==> src/rtl/iobus_pkg.sv <==
// Shared IOBUS definitions: arbiter state encoding and peripheral port addresses.
// Latency: none (declarations only).
// Backpressure: none (declarations only).
package iobus_pkg;

  typedef enum logic [0:0] {
    IDLE   = 1'b0,
    ACCESS = 1'b1
  } state_t;

  localparam logic [31:0] LEDS_AD     = 32'h1100_C000;
  localparam logic [31:0] SSEG_AD     = 32'h1100_C004;
  localparam logic [31:0] ANODES_AD   = 32'h1100_C008;
  localparam logic [31:0] SWITCHES_AD = 32'h1100_0004;
  localparam logic [31:0] BUTTONS_AD  = 32'h1100_8004;

endpackage

==> src/rtl/rr_pick2.sv <==
// Two-way round-robin picker: one-hot winner from two requests and last-granted index.
// Latency: purely combinational.
// Backpressure: none; a zero request vector yields a zero winner.
module rr_pick2 (
  input  logic [1:0] req,
  input  logic       last,
  output logic [1:0] win
);

  // On a tie the requester that was not granted last wins; otherwise the lone requester.
  always_comb begin
    win = req;
    if (req == 2'b11) begin
      win = last ? 2'b01 : 2'b10;
    end
  end

endmodule

==> src/rtl/iobus_arbiter.sv <==
// Two-requester IOBUS arbiter with round-robin fairness and an ownership lock.
// Latency: req sampled cycle N -> gnt/bus access N+1 -> rvalid N+2; one transaction per 2 cycles.
// Backpressure: requesters hold their command until gnt; a locked owner blocks the other requester.
module iobus_arbiter
  import iobus_pkg::*;
#(
  parameter int AW = 32,
  parameter int DW = 32
) (
  input  logic          CLK,
  input  logic          RESET,
  input  logic          req0,
  input  logic          wr0,
  input  logic [AW-1:0] addr0,
  input  logic [DW-1:0] wdata0,
  input  logic          lock0,
  input  logic          req1,
  input  logic          wr1,
  input  logic [AW-1:0] addr1,
  input  logic [DW-1:0] wdata1,
  input  logic          lock1,
  output logic          gnt0,
  output logic [DW-1:0] rdata0,
  output logic          rvalid0,
  output logic          gnt1,
  output logic [DW-1:0] rdata1,
  output logic          rvalid1,
  output logic [AW-1:0] IOBUS_ADDR,
  output logic [DW-1:0] IOBUS_OUT,
  output logic          IOBUS_WR,
  input  logic [DW-1:0] IOBUS_IN
);

  state_t        state;
  logic          owner;      // 0 = requester 0 holds the current/last transaction
  logic          last;       // index of the requester granted most recently
  logic          locked;
  logic          lat_wr;
  logic [AW-1:0] lat_addr;
  logic [DW-1:0] lat_wdata;

  logic          in_access;
  logic          owner_lock;
  logic          lock_hold;
  logic [1:0]    reqs;
  logic [1:0]    elig;
  logic [1:0]    win;

  assign in_access  = (state == ACCESS);
  assign owner_lock = owner ? lock1 : lock0;
  // A lock the owner has just released no longer restricts arbitration in this cycle.
  assign lock_hold  = locked & owner_lock;
  assign reqs       = {req1, req0};
  assign elig       = lock_hold ? (reqs & (owner ? 2'b10 : 2'b01)) : reqs;

  rr_pick2 u_pick (
    .req  (elig),
    .last (last),
    .win  (win)
  );

  // Bus and grant outputs decode straight from state so a reset drops them at once.
  assign IOBUS_ADDR = in_access ? lat_addr  : '0;
  assign IOBUS_OUT  = in_access ? lat_wdata : '0;
  assign IOBUS_WR   = in_access & lat_wr;
  assign gnt0       = in_access & ~owner;
  assign gnt1       = in_access &  owner;

  // Arbitration FSM: latch the winner's command in IDLE, spend exactly one cycle in ACCESS.
  always_ff @(posedge CLK or posedge RESET) begin
    if (RESET) begin
      state     <= IDLE;
      owner     <= 1'b0;
      last      <= 1'b1;
      locked    <= 1'b0;
      lat_wr    <= 1'b0;
      lat_addr  <= '0;
      lat_wdata <= '0;
    end else begin
      case (state)
        IDLE: begin
          if (locked && !owner_lock) begin
            locked <= 1'b0;
          end
          if (win != 2'b00) begin
            state     <= ACCESS;
            owner     <= win[1];
            last      <= win[1];
            lat_wr    <= win[1] ? wr1    : wr0;
            lat_addr  <= win[1] ? addr1  : addr0;
            lat_wdata <= win[1] ? wdata1 : wdata0;
          end
        end
        ACCESS: begin
          state <= IDLE;
          if (owner_lock) begin
            locked <= 1'b1;
          end
        end
        default: state <= IDLE;
      endcase
    end
  end

  // Read return: capture bus data for the owner when a read access ends, pulse rvalid once.
  always_ff @(posedge CLK or posedge RESET) begin
    if (RESET) begin
      rvalid0 <= 1'b0;
      rvalid1 <= 1'b0;
      rdata0  <= '0;
      rdata1  <= '0;
    end else begin
      rvalid0 <= in_access & ~lat_wr & ~owner;
      rvalid1 <= in_access & ~lat_wr &  owner;
      if (in_access && !lat_wr && !owner) begin
        rdata0 <= IOBUS_IN;
      end
      if (in_access && !lat_wr && owner) begin
        rdata1 <= IOBUS_IN;
      end
    end
  end

endmodule

==> config.mk <==
export PLATFORM = sky130hd
export DESIGN_NAME = iobus_arbiter
export DESIGN_NICKNAME = d
export VERILOG_FILES = /design/src/rtl/iobus_pkg.sv /design/src/rtl/rr_pick2.sv /design/src/rtl/iobus_arbiter.sv
export SDC_FILE = /design/constraint.sdc
export NUM_CORES = 1
export LEC_CHECK = 0
export CORE_ASPECT_RATIO = 0.9
export CORE_MARGIN = 5
export CORE_UTILIZATION = 45
export CTS_BUF_LIST = sky130_fd_sc_hd__clkbuf_8
export DETAILED_ROUTE_END_ITERATION = 16
export PLACE_DENSITY = 0.88
export SLEW_MARGIN = 5
export SYNTH_ARGS = -nofsm -noshare
export SYNTH_HDL_FRONTEND = slang
export SYNTH_SLANG_ARGS = --single-unit
==> constraint.sdc <==
create_clock -name CLK -period 8.55 [get_ports CLK]
set_input_delay 2.1375 -clock CLK [delete_from_list [all_inputs] [get_ports CLK]]
set_output_delay 2.1375 -clock CLK [all_outputs]
set_load 0.03 [all_outputs]
# After elaboration in Yosys (flattened, before gate mapping)
# Index checks and enable logic that the tools add are counted.
[totals]
ff_bits = 135
inputBits = 168
wordCells = 50
[classes]
n_eq_ne = 3
mux = 15
n_bitwise = 11
reduce_logical = 10
[op_table]
columns = ["operator", "count"]
rows = [
  ["two-way mux 32 bit", 4],
  ["two-way mux 2 bit", 4],
  ["bitwise AND 1 bit", 7],
  ["two-way mux 1 bit", 5],
  ["logical AND 1 bit", 4],
  ["one-hot mux 1 bit (2 select lines)", 2],
  ["AND reduction 2 bit", 2],
  ["zero test 1 bit", 3],
  ["inverter 1 bit", 3],
  ["bitwise AND 2 bit", 1],
  ["== test 2 bit, second input constant", 1],
  ["!= test 2 x 1 -> 1 bit, second input constant", 1],
  ["!= test 2 bit, second input constant", 1],
  ["nonzero test 2 bit", 1],
]

# Logic depth before layout (Yosys ltp)
# Gate-level depths: netlist (run 1).
[depth]
ltp_word = 8
depth_mapped = 7
mapped_depth_nobuf = 4

# By module
# From an unflattened synthesis (run 1), not the netlist that was laid out.
[unflattened]
hier_cells = 590
area_unflattened_um2 = 6309.8
[by_module_without_submodules]
columns = ["module", "n_inst", "cells_each", "area_each_um2"]
rows = [
  ["iobus_arbiter", 1, 587, 6291.0],
  ["rr_pick2", 1, 3, 18.8],
]

# Least setup slack after synthesis (run 1)
# Ideal clock, no wire load.
[synth_timing]
path_type = "register to output"
start = "reg state, in the netlist in_access"
end = "out IOBUS_ADDR[26]"
arrival_time_ps = 1157
slack_ps = 5256
stages_incl_launch_ff = 4
path_buffers = 2
path_cell_list = "dfrtp_1 > clkbuf_1 > clkbuf_1 > and2_1"
[synth_via]
elab_chain_cells = 1
[synth_rtl]
columns = ["item", "line_no", "source"]
rows = [
  ["from (decl)", "iobus_arbiter.sv:34", "state_t state;"],
  ["from (signal assigned)", "iobus_arbiter.sv:72", "state <= IDLE;"],
  ["from (signal assigned)", "iobus_arbiter.sv:86", "state <= ACCESS;"],
  ["from (signal assigned)", "iobus_arbiter.sv:95", "state <= IDLE;"],
  ["two-way mux 32 bit", "iobus_arbiter.sv:63", "assign IOBUS_ADDR = in_access ? lat_addr : '0;"],
  ["to (decl)", "iobus_arbiter.sv:28", "output logic [AW-1:0] IOBUS_ADDR,"],
]
# No other way between the ends.

# Worst setup path after layout (run 1)
[layout_timing]
start = "reg state, in the netlist in_access"
end = "out gnt0"
[layout_via]
elab_chain_cells = 1
[layout_rtl]
columns = ["item", "line_no", "source"]
rows = [
  ["bitwise AND 1 bit", "iobus_arbiter.sv:66", "assign gnt0 = in_access & ~owner;"],
  ["to (decl)", "iobus_arbiter.sv:22", "output logic gnt0,"],
]
# No other way between the ends.

==> reports/metrics.yaml, run 1 <==
status: "complete, no violations"
synth_seq_cells: 135
syn_to_final_growth_pct: 56.6
layout_setup_ws_ns: 3.68
cts_resized: 0
report.final.slew_viol_count: 0
netlist_area_um2: 6120
vias: 5328
setup_violations: 0
clockRootBuffer: "clkbuf_8"
rows: 40
cap_violations: 0
ant_nets: 0
ios: 301
criticalPathCategory: "flip-flop to output pin"
track_usage_pct: 23.8
p_per_area_nw_per_um2: 404
cts-htree-levels: 4
tightest_slew_ns: 1.06
core_area_um2: 13400
max_freq_mhz: 205
antenna_cells: 0
drcViolationCount: 0
cp.arrival_ns: 2.73
grt_antenna_before_repair: 0
peakVddDrop_mv: 0.219
cts.sinks: 135
cp_max_fo: 69
start_kind: "flip-flop"
hpwl_mm: 13.9
cts_buffers: 17
crit_path_end_kind: "output pin"
grt_pass1_vias: 5442
wl_met2_mm: 9.29
synthDistinctLibCells: 26
leakage_nw: 4.07
via_per_inst: 5.07
grt_pass1_wl_mm: 29.8
synthCells: 589
drive_above_1_share_pct: 12.3
hold_class: "flip-flop to flip-flop"
synth.net_count: 757
ys_seq_area_share_pct: 55.2
drt-wirelength-per-cell_um: 18.2
required_ns: 6.41
final_cell_mix: "clkdlybuf4s50_1 (300), dfrtp_1 (133), nand2_1 (131), nor2_1 (67)"
layout_commonest_cell: "clkdlybuf4s50_1"
wl_met1_mm: 7.45
setup-tns-final_ns: 0
die_h_um: 121
post_cts_buffers: 0
placed_area_um2: 9170
dr.pass1.iters: 4
gr-total-overflow: 0
fp.dieW_um: 133
wl_mm: 19.1
period_minus_slack_ns: 4.87
portBuffers: 300
syn_area_per_cell_um2: 10.4
yosysWarnings: 0
clkLatencyLatePin_ns: 0.45
rsz0062_at_grt: "no"
gp_congestion: 0.812
finClkSkew_ns: 0.0160
layout.nets: 1038
route.met3.wl_mm: 1.98
initial_core_util_pct: 45.8
clk_pin_slew_ns: 0.08
tritoncts: "built"
topRoutingLayerUsed: "met4"
hold_viol: 0
fin_area_um2: 9580
post-route-util_pct: 71.7
cts_buffer_depth: 2
drt_iter0_drc: 287
grt_max_degree: 81
holdBufCountCts: 0
max-slew-margin-rel_pct: 29.1
die-area_um2: 16000
fin_crit_sh_pct: 56.9
total_power_mw: 3.87
place_ws_ns: 4.05
==> power by group <==
group	switching [mW]	internal (mW)	total, mW
combinational	1.18	0.967	2.15
sequential	0.210	0.964	1.17
clock	0.264	0.289	0.553
total	1.65	2.22	3.87
==> final cells by class <==
cell class | instances | area, um^2
fillers | 936 | 3780
flip-flops and latches | 135 | 3380
repair buffers | 305 | 3040
multi-input cells | 407 | 2520
clock buffers | 17 | 234
well taps | 168 | 210
clock inverters | 15 | 178
inverters | 4 | 20.0
==> path summary, 6_finish.rpt <==
path | startpoint | endpoint | slack [ns] | cells after the start
worst max-delay path | in_access | gnt0 | 3.68 | 3
max in group asynchronous | RESET | in_access | 4.96 | 3
worst min register to register | rdata0[26] | rdata0[26] | 0.51 | 1
worst max register to register | in_access | rdata1[30] | 5.57 | 3
worst min-delay path | rdata0[26] | rdata0[26] | 0.51 | 1
min in group asynchronous | RESET | rvalid1 | 2.11 | 2
==> stage by stage <==
step                hold slack (ns)  std cells
global route                  0.521       1051
finish                        0.510       1051
CTS                           0.512       1051
global placement              0.488       1019
detailed placement            0.495       1019
floorplan                     0.499        589
==> worst max-delay path: stages (launching register included) <==
cell             delay, ns
dfrtp_2               1.02
inv_1                 0.36
nor2_1                0.20
clkdlybuf4s50_1       0.70
==> cell usage after synthesis <==
cell type,number,area (um^2)
buf_2,23,115
buf_4,1,7.51
o211ai_1,1,7.51
buf_6,4,45.0
inv_1,3,11.3
maj3_1,1,10.0
and3_1,2,12.5
o22ai_1,1,6.26
a21oi_1,2,10.0
nand3_1,1,5.00
dfrtp_1,134,3350
and2_1,65,407
nor2b_1,1,6.26
inv_2,1,3.75
dfstp_2,1,26.3
nand3b_1,1,7.51
or3_1,1,6.26
nor3_2,1,10.0
nor2_1,67,251
mux2_2,36,405
nand2_1,131,492
o211a_1,1,10.0
a32o_1,1,10.0
mux2_4,29,435
a31oi_1,65,407
clkbuf_1,15,56.3
==> registers in the layout (all words and copies together), names as in the netlist <==
name,flops
last,1
owner,1
locked,1
rdata0,32
rvalid1,1
lat_wdata,32
rvalid0,1
lat_wr,1
in_access,1
lat_addr,32
rdata1,32
==> cells by family (layout without fill, tap and decap cells) <==
kind of cell,Yosys count,count (layout),synth area share (%)
AO/OA/AOI/OAI,71,71,7.36
adder cells (fa/ha/maj),1,1,0.164
buffers and inverters,47,341,3.91
flip-flops,135,135,55.2
multiplexers,65,65,13.7
AND/OR/NAND/NOR,270,270,19.6
==> routing by layer <==
layer  track usage, %  vias to the layer above
met5                0                        -
met4             7.47                        0
met3             10.2                       34
met2             39.9                      257
met1             27.8                     2513
li1                 -                     2524
Power figures use the tool's default switching activity.
==> inputs of run 2 (changes only) <==
Settings changed: CORE_UTILIZATION 45 to 38, PLACE_DENSITY 0.88 to 0.79.
Clock period 8.55 ns to 4.3 ns, I/O delays scaled along.
==> run 2 against run 1 <==
Non-clock buffer count increased by 5. Global-route usage decreased by 4.6 points. Combinational power increased by 98%. Via count shrank 0.81%. Critical path depth stayed put.
==> reports/metrics.yaml, run 2 (synthesis gave the netlist of run 1 again) <==
initial_core_util_pct: 38.3  # was 45.8%
antenna_cells: 0  # unchanged
die_h_um: 130  # was 121 um
criticalPathCategory: "flip-flop to output pin"  # unchanged
wl_mm: 18.3  # was 19.1 mm
track_usage_pct: 19.2  # was 23.8%
clkLatencyLatePin_ns: 0.44  # was 0.45 ns
via_per_inst: 4.83  # was 5.07
layout_commonest_cell: "clkdlybuf4s50_1"  # unchanged
setup_violations: 0  # unchanged
r2r-start: "in_access"  # unchanged
rsz0062_at_grt: "no"  # unchanged
final_cell_mix: "clkdlybuf4s50_1 (300), dfrtp_1 (133), nand2_1 (131), nor2_1 (67)"  # unchanged
fin_crit_sh_pct: 84.6
layout.nets: 1043  # was 1038
fillers: 1336  # was 936
drive_above_1_share_pct: 13.0  # was 12.3%
cts_buffers: 17  # unchanged
final_cells: 1095  # was 1051
drt_iter0_drc: 235  # was 287
hold_class: "flip-flop to flip-flop"  # unchanged
hold_path.startpoint: "rdata0[4]"  # was rdata0[26]
dr.pass1.iters: 4  # unchanged
core_area_um2: 16000  # was 13400 um^2
cp_max_fo: 51  # was 69
dp.cells: 1063  # was 1019
hpwl_mm: 13.5  # was 13.9 mm
grt_max_degree: 88  # was 81
regToRegSetupSlack_ns: 1.53  # was 5.57 ns
max_freq_mhz: 275
setup-tns-final_ns: 0  # unchanged
reg2reg_depth: 3  # unchanged
gp_congestion: 0.800  # was 0.812
vias: 5285  # was 5328
cts_buffer_depth: 2  # unchanged
cts_resized: 0  # unchanged
grt_antenna_before_repair: 0  # unchanged
portBuffers: 300  # unchanged
cts.sinks: 135  # unchanged
finClkSkew_ns: 0.0130  # was 0.0160 ns
p_per_area_nw_per_um2: 786  # was 404 nW/um^2
grt_pass1_wl_mm: 28.1  # was 29.8 mm
clk_pin_slew_ns: 0.08  # about the same
grt_pass1_vias: 5279  # was 5442
tritoncts: "built"  # unchanged
clockRootBuffer: "clkbuf_8"  # unchanged
cts-htree-levels: 4  # unchanged
hold_viol: 0  # unchanged
fp.dieW_um: 144  # was 133 um
status: "complete, no violations"  # unchanged
post_cts_buffers: 0  # unchanged
rows: 44  # was 40
ant_nets: 0  # unchanged
report.final.slew_viol_count: 0  # unchanged
drt-wirelength-per-cell_um: 16.7  # was 18.2 um
peakVddDrop_mv: 0.493  # was 0.219 mV
max-slew-margin-rel_pct: 28.3  # was 29.1%
drcViolationCount: 0  # unchanged
tightest_slew_ns: 1.08  # was 1.06 ns
required_ns: 3.22  # was 6.41 ns
holdBufCountCts: 0  # unchanged
gr-total-overflow: 0  # unchanged
crit_path_end_kind: "output pin"  # unchanged
worstHoldEndpoint: "rdata0[4]"  # was rdata0[26]
leakage_nw: 4.09  # was 4.07 nW
cp.arrival_ns: 2.56  # was 2.73 ns
place_ws_ns: 1.05  # was 4.05 ns
cap_violations: 0  # unchanged
die-area_um2: 18700  # was 16000 um^2
ios: 301  # unchanged
start_kind: "flip-flop"  # unchanged
syn_to_final_growth_pct: 58.3  # was 56.6%
min_path_cells: 1  # unchanged
period_minus_slack_ns: 3.64
r2r-end: "rdata1[15]"  # was rdata1[30]
layout_setup_ws_ns: 0.663  # was 3.68 ns
==> run 2: metal layers <==
layer,global-route usage (%),share of wire [%]
met5,0,0
met4,5.87,1.8
met1,23.5,42
met3,8.13,9.9
met2,31.1,46
==> run 2: worst max-delay path: stages (launching register included) <==
cell	delay (ns)
dfrtp_2	0.87
inv_1	0.32
nor2_1	0.23
clkdlybuf4s50_1	0.71
==> run 2: metrics by stage <==
| step | util [%] | hold WS, ns | total power, mW | cell area [um^2] |
|---|---|---|---|---|
| 6_report | 60.7 | 0.512 | 7.61 | 9690 |
| 5_1_grt | 60.7 | 0.529 | 8.08 | 9690 |
| 3_3_place_gp | 58.2 | 0.487 | 6.57 | 9290 |
| 2_1_floorplan | - | 0.499 | 4.89 | 6120 |
| 3_5_place_dp | 58.2 | 0.493 | 6.64 | 9290 |
| 4_1_cts | 60.7 | 0.514 | 7.71 | 9690 |
==> run 2: layout make-up <==
type / instances / area (um^2) / share of cell area (%)
sequential: 135 / 3380 / 34.9
inverter: 4 / 18.8 / 0.194
multi-input combinational: 407 / 2520 / 26.0
timing repair buffer: 310 / 3120 / 32.2
clock inverter: 15 / 160 / 1.65
clock buffer: 17 / 234 / 2.42
tap: 207 / 259 / 2.67
==> run 2: how the worst max path moves through the flow <==
stage | startpoint | to | slack, ns | depth (start not counted)
detailed placement | in_access | gnt1 | 1.05 | 3
CTS | in_access | gnt1 | 0.57 | 3
global route | in_access | gnt1 | 0.41 | 3
floorplan | RESET | in_access | 1.55 | 1
global placement | in_access | gnt1 | 1.08 | 3
finish | in_access | gnt1 | 0.66 | 3
==> run 2: report_power, final <==
group / internal (mW) / switching (mW) / leakage (nW)
Sequential: 1.92 / 0.399 / 1.55
Combinational: 1.95 / 2.31 / 2.35
Clock: 0.480 / 0.555 / 0.192
Total: 4.35 / 3.26 / 4.09
